`src/rtl/arb_pkg.sv`:
```
// Shared definitions for the four-requester round-robin arbiter slice:
// FSM state encoding, requester count and grant index width.
package arb_pkg;

    localparam int N_REQ = 4;
    localparam int IDX_W = 2;

    typedef enum logic {
        ST_IDLE = 1'b0,
        ST_BUSY = 1'b1
    } state_t;

endpackage

```
`src/rtl/rr_arb4_sel_if.sv`:
```
// Request/grant bundle between the clients and rr_arb4_sel; the arbiter
// takes the slave view, the client side (or a bench) takes the master view.
interface rr_arb4_sel_if;

    logic [arb_pkg::N_REQ-1:0] req;
    logic                      ack;
    logic [arb_pkg::IDX_W-1:0] gnt_idx;
    logic                      gnt_valid;
    logic                      tmo;

    modport master (
        output req,
        output ack,
        input  gnt_idx,
        input  gnt_valid,
        input  tmo
    );

    modport slave (
        input  req,
        input  ack,
        output gnt_idx,
        output gnt_valid,
        output tmo
    );

endinterface

```
`src/rtl/rr_pick4.sv`:
```
// Combinational round-robin picker: first set request bit searching
// ptr, ptr+1, ptr+2, ptr+3 (mod 4).
module rr_pick4
    import arb_pkg::*;
(
    input  logic [N_REQ-1:0] req,
    input  logic [IDX_W-1:0] ptr,
    output logic [IDX_W-1:0] idx,
    output logic             any
);

    logic [IDX_W-1:0] cand;

    always_comb begin
        // NOTE: every output of a combinational block gets a default before
        // any conditional assignment, otherwise synthesis infers a latch.
        idx  = '0;
        any  = 1'b0;
        cand = '0;
        // Walk from the farthest offset back to ptr so the closest hit wins.
        for (int i = N_REQ - 1; i >= 0; i--) begin
            cand = ptr + IDX_W'(i);
            if (req[cand]) begin
                idx = cand;
                any = 1'b1;
            end
        end
    end

endmodule

```
`src/rtl/rr_arb4_sel.sv`:
```
// Round-robin arbiter producing the registered grant index for the 2-to-4
// decoder. Optional forced release after MAX_HOLD cycles under ARB_TIMEOUT_EN.
module rr_arb4_sel
    import arb_pkg::*;
#(
    parameter int MAX_HOLD = 16
) (
    input  logic               clk,
    input  logic               rst_n,
    rr_arb4_sel_if.slave       bus
);

    state_t           state_q, state_d;
    logic [IDX_W-1:0] ptr_q, ptr_d;
    logic [IDX_W-1:0] gnt_idx_q, gnt_idx_d;
    logic [IDX_W-1:0] pick_ptr, pick_idx;
    logic             pick_any;
    logic             rel_now;
    logic             timeout_hit;

    // While busy the picker already searches from the post-release pointer,
    // so a release can hand over in the same edge.
    assign pick_ptr = (state_q == ST_BUSY) ? gnt_idx_q + IDX_W'(1) : ptr_q;
    assign rel_now  = (state_q == ST_BUSY) && (bus.ack || timeout_hit);

    rr_pick4 u_pick (
        .req (bus.req),
        .ptr (pick_ptr),
        .idx (pick_idx),
        .any (pick_any)
    );

    always_ff @(posedge clk or negedge rst_n) begin
        if (!rst_n) begin
            state_q   <= ST_IDLE;
            ptr_q     <= '0;
            gnt_idx_q <= '0;
        end else begin
            // NOTE: sequential state uses non-blocking assignments so every
            // flop samples pre-edge values regardless of statement order.
            state_q   <= state_d;
            ptr_q     <= ptr_d;
            gnt_idx_q <= gnt_idx_d;
        end
    end

    always_comb begin
        state_d = state_q;
        unique case (state_q)
            ST_IDLE: if (pick_any) state_d = ST_BUSY;
            ST_BUSY: if (rel_now && !pick_any) state_d = ST_IDLE;
            default: state_d = ST_IDLE;
        endcase
    end

    always_comb begin
        ptr_d     = ptr_q;
        gnt_idx_d = gnt_idx_q;
        if (state_q == ST_IDLE) begin
            if (pick_any) gnt_idx_d = pick_idx;
        end else if (rel_now) begin
            ptr_d = gnt_idx_q + IDX_W'(1);
            if (pick_any) gnt_idx_d = pick_idx;
        end
    end

    assign bus.gnt_idx   = gnt_idx_q;
    assign bus.gnt_valid = (state_q == ST_BUSY);

`ifdef ARB_TIMEOUT_EN
    logic [7:0] hold_cnt;
    logic       tmo_q;

    // ack has priority: a coinciding ack is a normal release, not a timeout.
    assign timeout_hit = (state_q == ST_BUSY) && !bus.ack &&
                         (hold_cnt == 8'(MAX_HOLD - 1));

    always_ff @(posedge clk or negedge rst_n) begin
        if (!rst_n) begin
            hold_cnt <= '0;
            tmo_q    <= 1'b0;
        end else begin
            tmo_q <= timeout_hit;
            if (state_q == ST_IDLE || rel_now) hold_cnt <= '0;
            else                               hold_cnt <= hold_cnt + 8'd1;
        end
    end

    assign bus.tmo = tmo_q;
`else
    assign timeout_hit = 1'b0;
    assign bus.tmo     = 1'b0;
`endif

endmodule

```
`src/flat_wrapper.sv`:
```
// flat-port wrapper written by rule: the top's interface ports become plain ports
module rr_arb4_sel_flat import arb_pkg::*;
#(
    parameter int MAX_HOLD = 16
)
  (clk, rst_n, bus_req, bus_ack, bus_gnt_idx, bus_gnt_valid, bus_tmo);
  rr_arb4_sel_if bus_i ();
  input  logic clk;
  input  logic rst_n;
  input wire logic [$bits(bus_i.req)-1:0] bus_req;
  input wire logic [$bits(bus_i.ack)-1:0] bus_ack;
  output wire logic [$bits(bus_i.gnt_idx)-1:0] bus_gnt_idx;
  output wire logic [$bits(bus_i.gnt_valid)-1:0] bus_gnt_valid;
  output wire logic [$bits(bus_i.tmo)-1:0] bus_tmo;
  assign bus_i.req = bus_req;
  assign bus_i.ack = bus_ack;
  assign bus_gnt_idx = bus_i.gnt_idx;
  assign bus_gnt_valid = bus_i.gnt_valid;
  assign bus_tmo = bus_i.tmo;
  rr_arb4_sel #(.MAX_HOLD(MAX_HOLD)) u_core (.clk(clk), .rst_n(rst_n), .bus(bus_i));
endmodule
```
`config.mk`:
```
export PLATFORM = sky130hd
export DESIGN_NAME = rr_arb4_sel_flat
export DESIGN_NICKNAME = d
export VERILOG_FILES = /design/src/rtl/arb_pkg.sv /design/src/rtl/rr_arb4_sel_if.sv /design/src/rtl/rr_pick4.sv /design/src/rtl/rr_arb4_sel.sv /design/src/flat_wrapper.sv
export SDC_FILE = /design/constraint.sdc
export NUM_CORES = 1
export LEC_CHECK = 0
export CORE_AREA = 2 2 39 41
export DETAILED_ROUTE_END_ITERATION = 8
export DIE_AREA = 0 0 41 43
export MAX_ROUTING_LAYER = met4
export RECOVER_POWER = 100
export SETUP_SLACK_MARGIN = 0.2
export SYNTH_ARGS = -nofsm -noshare
export SYNTH_HDL_FRONTEND = slang
export SYNTH_HIERARCHICAL = 1
export SYNTH_SLANG_ARGS = --single-unit
```
`constraint.sdc`:
```
create_clock -name clk -period 3 [get_ports clk]
set_input_delay 0.45 -clock clk [delete_from_list [all_inputs] [get_ports clk]]
set_output_delay 0.45 -clock clk [all_outputs]
set_load 0.05 [all_outputs]
```
==> Word-level counts from Yosys, hierarchy flattened <==
Index checks and enable logic that the tools add are counted.
{ "classes": {"addsub": 4, "magnitude_cmp": 4, "n_eq_ne": 1, "n_mux": 23, "bitwise_logic": 1, "n_reduce_logical": 4} }
{ "op_table": {"columns": ["operator", "count"], "rows": [
  ["2-to-1 mux 2 bit", 8],
  ["< comparator 2 x 3 -> 1 bit, second input constant", 4],
  ["2-to-1 mux 1 bit", 10],
  ["binary-select mux 1 bit (select 2 bit)", 4],
  ["adder 2 x 1 -> 2 bit, second input constant", 2],
  ["adder 2 bit, second input constant", 2],
  ["logical AND 1 bit", 2],
  ["inequality test 2 bit, second input constant", 1],
  ["case mux 1 bit (2 select lines)", 1],
  ["AND reduction 2 bit", 1],
  ["zero test 1 bit", 1],
  ["inverter 1 bit", 1]
]} }
{ "totals": {"regBits": 5, "word_cells": 40} }

==> Longest topological paths before layout <==
Gate-level depths: netlist of the first run.
{ "depth": {"word_depth": 13, "depth_mapped": 6, "ltp_nobuf": 6} }

==> Modules after synthesis <==
Netlist of the first run, hierarchy kept.
{ "by_module_without_submodules": {"columns": ["mod", "instances", "cells_each", "area_per_inst_um2", "seq_area_each_um2"], "rows": [
  ["rr_arb4_sel", 1, 22, 240.2, 125.1],
  ["rr_pick4", 1, 13, 77.6, 0.0]
]} }

==> Least setup slack after synthesis of the first run <==
OpenSTA, ideal clock, no wires.
{ "synth_path": {"path_type": "register to register", "startpoint": "register u_core.gnt_idx_q[0] (netlist: u_core/bus.gnt_idx[0])", "endpoint": "register u_core.gnt_idx_q[1] (netlist: u_core/bus.gnt_idx[1])", "setup_time_ps": 125, "arrival_ps": 1698, "required_time_ps": 2875, "path_slack_ps": 1177, "stages_incl_launch_ff": 7, "n_path_buf": 0, "period_less_slack_ps": 1823, "path_cell_list": "dfrtp_1 -> xnor2_1 -> a21oi_1 -> nor3b_1 -> a211oi_1 -> nor2_1 -> mux2_4"} }
{ "synth_via": {"elab_chain_cells": 12, "elab_cells_between_ends": 24} }
{ "synth_lines": {"columns": ["item", "line_no", "rtl"], "rows": [
  ["from (decl)", "rr_arb4_sel.sv:15", "logic [IDX_W-1:0] gnt_idx_q, gnt_idx_d;"],
  ["from (signal assigned)", "rr_arb4_sel.sv:43", "gnt_idx_q <= gnt_idx_d;"],
  ["adder 2 x 1 -> 2 bit (*)", "rr_arb4_sel.sv:23", "assign pick_ptr = (state_q == ST_BUSY) ? gnt_idx_q + IDX_W'(1) : ptr_q;"],
  ["2-to-1 mux 2 bit (*)", "rr_arb4_sel.sv:23", null],
  ["via u_core.pick_ptr[1]", "rr_arb4_sel.sv:16", "logic [IDX_W-1:0] pick_ptr, pick_idx;"],
  ["adder 2 bit", "rr_pick4.sv:22", "cand = ptr + IDX_W'(i);"],
  ["binary-select mux 1 bit (select 2 bit)", "rr_pick4.sv:23", "if (req[cand]) begin"],
  ["2-to-1 mux 1 bit (implied by the code)", "rr_pick4.sv:23", null],
  ["2-to-1 mux 2 bit (3 in a row)", "rr_pick4.sv:23", null],
  ["2-to-1 mux 2 bit (*)", "rr_pick4.sv:23", null],
  ["via u_core.pick_idx[1]", "rr_arb4_sel.sv:16", null],
  ["2-to-1 mux 2 bit (*)", "rr_arb4_sel.sv:60, rr_arb4_sel.sv:63", null],
  ["2-to-1 mux 2 bit", "rr_arb4_sel.sv:61", "end else if (rel_now) begin"],
  ["2-to-1 mux 2 bit (*)", "rr_arb4_sel.sv:59", "if (state_q == ST_IDLE) begin"]
]} }
Mark *: on every way through the listed nets, which the timed path passes. The rest lies on a longest branch. The select of a mux whose other input is x is not followed.
A chain may end at the register's enable or synchronous reset.

==> Final worst setup path of the first run <==
{ "layout_path": {"startpoint": "register u_core.state_q (netlist: u_core/bus.gnt_valid)", "endpoint": "output port bus_gnt_valid"} }
{ "layout_lines": {"columns": ["item", "line_no", "rtl"], "rows": [
  ["from (decl)", "rr_arb4_sel.sv:13", "state_t state_q, state_d;"],
  ["from (signal assigned)", "rr_arb4_sel.sv:41", "state_q <= state_d;"],
  ["to (decl)", "flat_wrapper.sv:13", "output wire logic [$bits(bus_i.gnt_valid)-1:0] bus_gnt_valid;"]
]} }
No word-level cell between the ends.

==> metrics.cfg, run 1 <==
[floorplanning]
die_h_um=43
row_count=14
coreArea_um2=1380
initial_core_util_pct=23.0
ioPinCount=11
die_w_um=41
dieArea_um2=1760

[pwr]
leakagePower_nw=0.188
ir_worst_vdd_v=0.000203
power_density_nw_per_um2=927

[cts]
clkLatencyLatePin_ns=0.24
cts_buffers=3
cts_tree=done
post-cts-setup-buffer-count=0
h-tree-depth=1
cts-resized-gates=0
clock-sinks=5
root_buffer=clkbuf_4
path_clk_slew_ns=0.04
cts_buffer_depth=2
hold_buffers=0

[grt]
grt-ovfl-total=0
grt_max_degree=7
grt_pass1_wl_um=986
antenna_found_initial=0
grt_usage_pct=8.22
grt_pass1_vias=258

[synthesis]
ys_seq_area_share_pct=39.4
netlist_top_cells_area=dfrtp_1 (39%), mux2_4 (9.4%), mux2i_1 (6.3%)
yosysUniqueCellTypes=17
synth_seq_cells=5
syn_inst=35
synth_fp_nets=42
synth_area_per_cell_um2=9.08
synth_area_leader_cell=dfrtp_1
yosysWarningCount=6
syn_area_um2=318
synth_top_area_share_pct=39.4

[layout]
drive_gt1_share_pct=12.8
final_cell_mix=dlygate4sd3_1 (6), nor2_1 (5), nand2_1 (5), dfrtp_1 (5)
fin_nets=55
areaGrowthSynthToFinish_pct=37.8
final_common_cell=dlygate4sd3_1
diodes=0
postLayoutCoreUtil_pct=31.6

[setup_path]
slowest_stage=dlygate4sd3_1
max_stage_delay_ns=0.91
cp_data_required_time_ns=2.55
worstPathArrival_ns=1.59
crit_type=reg2out
crit_start=u_core/bus.gnt_valid
critPathBufInv=1
r2r_start=u_core/bus.gnt_idx[0]
cp-start-kind=flop
path_cells=dlygate4sd3_1
path_delay_family=buffers and inverters
critPathCaptureType=output pin
crit_fanout=6

[timing]
relSlewSlack_pct=66.6
tightest_slew_ns=0.499
clock.fmax_mhz=490
fin_crit_ns=2.04
setup_viol=0
finalCritPeriodShare_pct=68.1
fin_setup_tns_ns=0
fin_skew_ns=0.00150
grt_setup_unrepaired=false
slew_viol_final=0
hold_violations=0

[route]
post_drt_wl_per_cell_um=9.68
drt_iter0_drc=5
firstDrtPassIters=4
vias_per_cell=4.43
routed_wl_um=610
drcViolationCount=0
detail-route-antenna-nets=0
num_vias=279

[outcome]
outcome=finished, final reports clean

[placement]
io_buffers=9
gp_congestion=0.634
dp_hpwl_um=482

[min_path]
hold_path_startpoint=u_core/ptr_q[1]
hold_path.class=reg2reg

[flow_run]
maxCapViolCount=0

==> where the power goes <==
part | internal (mW) | switching (mW) | total (mW)
clock network | 0.0503 | 0.0276 | 0.0778
logic | 0.0899 | 0.122 | 0.212
registers | 0.0938 | 0.0219 | 0.116
total | 0.234 | 0.172 | 0.406
==> cell usage after synthesis (all sizes together) <==
cell	count
a21oi	2
o21ai	2
mux2i	2
conb	1
dfrtp	5
buf	1
nor3b	1
xnor2	1
nand2b	4
a211oi	2
nor2	5
inv	1
nand2	6
mux2	2
==> worst register-to-register path: stages (launching register included) <==
cell,delay (ns)
dfrtp_1,0.42
xnor2_1,0.16
a21oi_1,0.38
nor3b_1,0.10
a211oi_1,0.21
nor2_1,0.06
mux2_1,0.28
==> registers in the layout (all words and copies together) (netlist names) <==
signal and cells:
u_core/ptr_q 2, u_core/bus.gnt_idx 2, u_core/bus.gnt_valid 1
==> stage by stage <==
step	power (mW)	instances	hold slack [ns]	instance area [um2]	setup slack [ns]
floorplan	0.290	35	0.154	318	1.18
global placement	0.345	59	0.468	420	1.24
finish	0.406	63	0.484	438	0.958
global route	0.438	63	0.497	438	0.895
CTS	0.431	63	0.434	447	1.01
detailed placement	0.349	59	0.474	420	1.25
==> per-layer routing <==
metal  vias to the layer above  part of all wire (%)  global-route usage (%)
met5                         -                     0                       -
met4                         0                     0                    4.00
met3                         0                   8.7                    1.57
met2                        12                    45                    13.1
met1                       130                    46                    9.29
li1                        137                     -                       -
==> cell families after synthesis <==
family                 share of synthesized area (%)
XOR/XNOR                                        2.76
AND/OR/NAND/NOR                                 24.8
flip-flops                                      39.4
buffers and inverters                           3.54
multiplexers                                    15.7
other                                           1.18
AO/OA/AOI/OAI                                   12.6
==> layout make-up <==
| type | instances | area [um2] |
|---|---|---|
| Multi-Input combinational cell | 28 | 173 |
| Sequential cell | 5 | 125 |
| Timing Repair Buffer | 9 | 90.1 |
| Fill cell | 149 | 946 |
| Clock buffer | 4 | 26.3 |
| Inverter | 1 | 3.75 |
| Tap cell | 16 | 20.0 |
==> path summary, 6_finish.rpt <==
check	endpoint	slack, ns	cells after the start
max in group asynchronous	u_core/bus.gnt_valid	2.29	1
max	bus_gnt_valid	0.96	1
min	u_core/ptr_q[1]	0.48	2
max reg2reg	u_core/bus.gnt_idx[1]	1.28	6
min reg2reg	u_core/ptr_q[1]	0.48	2
min in group asynchronous	u_core/ptr_q[0]	0.51	1
(Power assumes the default switching activity.)
==> inputs of run 2 (changes only) <==
==> constraint.sdc (replaced) <==
create_clock -name clk -period 1.9 [get_ports clk]
set_input_delay 0.285 -clock clk [delete_from_list [all_inputs] [get_ports clk]]
set_output_delay 0.285 -clock clk [all_outputs]
set_load 0.05 [all_outputs]
==> metrics.cfg, run 2 (synthesis gave the netlist of run 1 again) <==
[floorplanning]
initial_core_util_pct=23.0
row_count=14
coreArea_um2=1380
ioPinCount=11
die_h_um=43
dieArea_um2=1760
die_w_um=41

[placement]
pre_cts_slack_ns=0.298
gp_congestion=0.648
dp_hpwl_um=460
io_buffers=9
placed_cells=59

[route]
firstDrtPassIters=2
wl_met1_um=293
post_drt_wl_per_cell_um=8.79
vias_per_cell=4.05
num_vias=255
routed_wl_um=554
drt_iter0_drc=2
drcViolationCount=0
detail-route-antenna-nets=0
wl_met3_um=34
wl_met2_um=226
top_layer=met3

[setup_path]
crit_start=u_core/bus.gnt_idx[0]
crit_type=reg2reg
worst_r2r_path_depth=6
ff2ff_setup_slack_ns=0.28
endpoint=u_core/bus.gnt_idx[1]
r2r_start=u_core/bus.gnt_idx[0]
critPathCaptureType=flop
r2r-end=u_core/bus.gnt_idx[1]
cp-start-kind=flop
cp_data_required_time_ns=2.02
worstPathArrival_ns=1.74
crit_fanout=5

[min_path]
hold_path.class=in2async

[layout]
fin_nets=55
finalNonFillerCells=63
diodes=0
final_cell_mix=nor2_1 (5), nand2_1 (5)
drive_gt1_share_pct=21.3
areaGrowthSynthToFinish_pct=40.2

[outcome]
outcome=finished, final reports clean

[timing]
finalCritPeriodShare_pct=85.3
grt_setup_unrepaired=false
fin_skew_ns=0.00210
finalWorstSetupSlack_ns=0.279
slew_viol_final=0
fin_crit_ns=1.62
clock.fmax_mhz=617
timing.hold.ws_ns=0.339
fin_setup_tns_ns=0
hold_violations=0
setup_viol=0

[pwr]
p_int_mw=0.377
netSwitchingFraction_pct=42.3
leakagePower_nw=0.191
p_sw_mw=0.276
ir_worst_vdd_v=0.000458
p_seq_share_pct=28.4
power_density_nw_per_um2=1470
combPwrFrac_pct=52.8
clkPwrFrac_pct=18.9

[cts]
path_clk_slew_ns=0.04
clock-sinks=5
h-tree-depth=1
clkLatencyLatePin_ns=0.24
cts_buffers=3
post-cts-setup-buffer-count=0
cts_tree=done
root_buffer=clkbuf_4
cts_buffer_depth=2
hold_buffers=0

[grt]
grt_usage_pct=8.04
antenna_found_initial=0
grt-ovfl-total=0
grt_pass1_wl_um=890
grt_max_degree=7
grt_pass1_vias=245

[flow_run]
maxCapViolCount=0

run 2: cell count changes in the layout (fill, tap and decap cells not counted):
cell and delta:
a21oi_1 -1, dfrtp_2 +2, dfrtp_1 -2, dlygate4sd3_1 -3, dlygate4sd2_1 +3, a211oi_1 -1
a21oi_2 +1, a211oi_2 +1
run 2: worst max-delay path, stage by stage (launching register included):
cell and delay, ns:
dfrtp_2 0.42, xnor2_1 0.16, a21oi_2 0.26, nor3b_1 0.08, a211oi_1 0.24, nor2_1 0.06, mux2_1 0.28
run 2: how the worst min path moves through the flow:
stage / slack, ns / to / cells past startpoint / startpoint
finish: 0.34 / u_core/ptr_q[0] / 1 / rst_n
global route: 0.34 / u_core/ptr_q[0] / 1 / rst_n
CTS: 0.27 / u_core/ptr_q[0] / 1 / rst_n
detailed placement: 0.48 / u_core/ptr_q[1] / 2 / u_core/ptr_q[1]
global placement: 0.47 / u_core/ptr_q[1] / 2 / u_core/ptr_q[1]
floorplan: -0.01 / u_core/bus.gnt_idx[0] / 0 / rst_n
run 2: layout make-up:
class	instances	area (um2)
repair buffers	9	86.3
inverters	1	3.75
fillers	160	938
multi-input cells	28	181
well taps	16	20.0
clock buffers	4	26.3
flip-flops and latches	5	128
run 2: metrics by stage:
stage / power, mW / instance area [um2] / util [%]
CTS: 0.678 / 450 / 32.5
finish: 0.654 / 445 / 32.2
global placement: 0.563 / 428 / 30.9
floorplan: 0.474 / 325 / -
detailed placement: 0.565 / 428 / 30.9
global route: 0.710 / 445 / 32.2
run 2: metal layers:
layer  GRT usage (%)  vias to the layer above
met5               -                        -
met4            8.00                        0
met3            1.57                        0
met2            10.6                       10
met1            9.39                      108
li1                -                      137
run 2: what timing repair did:
action / 4_1_cts / 5_1_grt
setup endpoints to repair: 3 / 0
gates resized for setup: 3 / 0
hold endpoints to repair: 0 / 0
run 2: power groups by stage:
stage | Combinational [mW] | Clock (mW) | Sequential [mW]
final | 0.345 | 0.123 | 0.185
after CTS | 0.361 | 0.129 | 0.188
after global routing | 0.379 | 0.137 | 0.194
after floorplan | 0.212 | 0 | 0.262
after detailed placement | 0.376 | 0 | 0.189
after global placement | 0.372 | 0 | 0.191
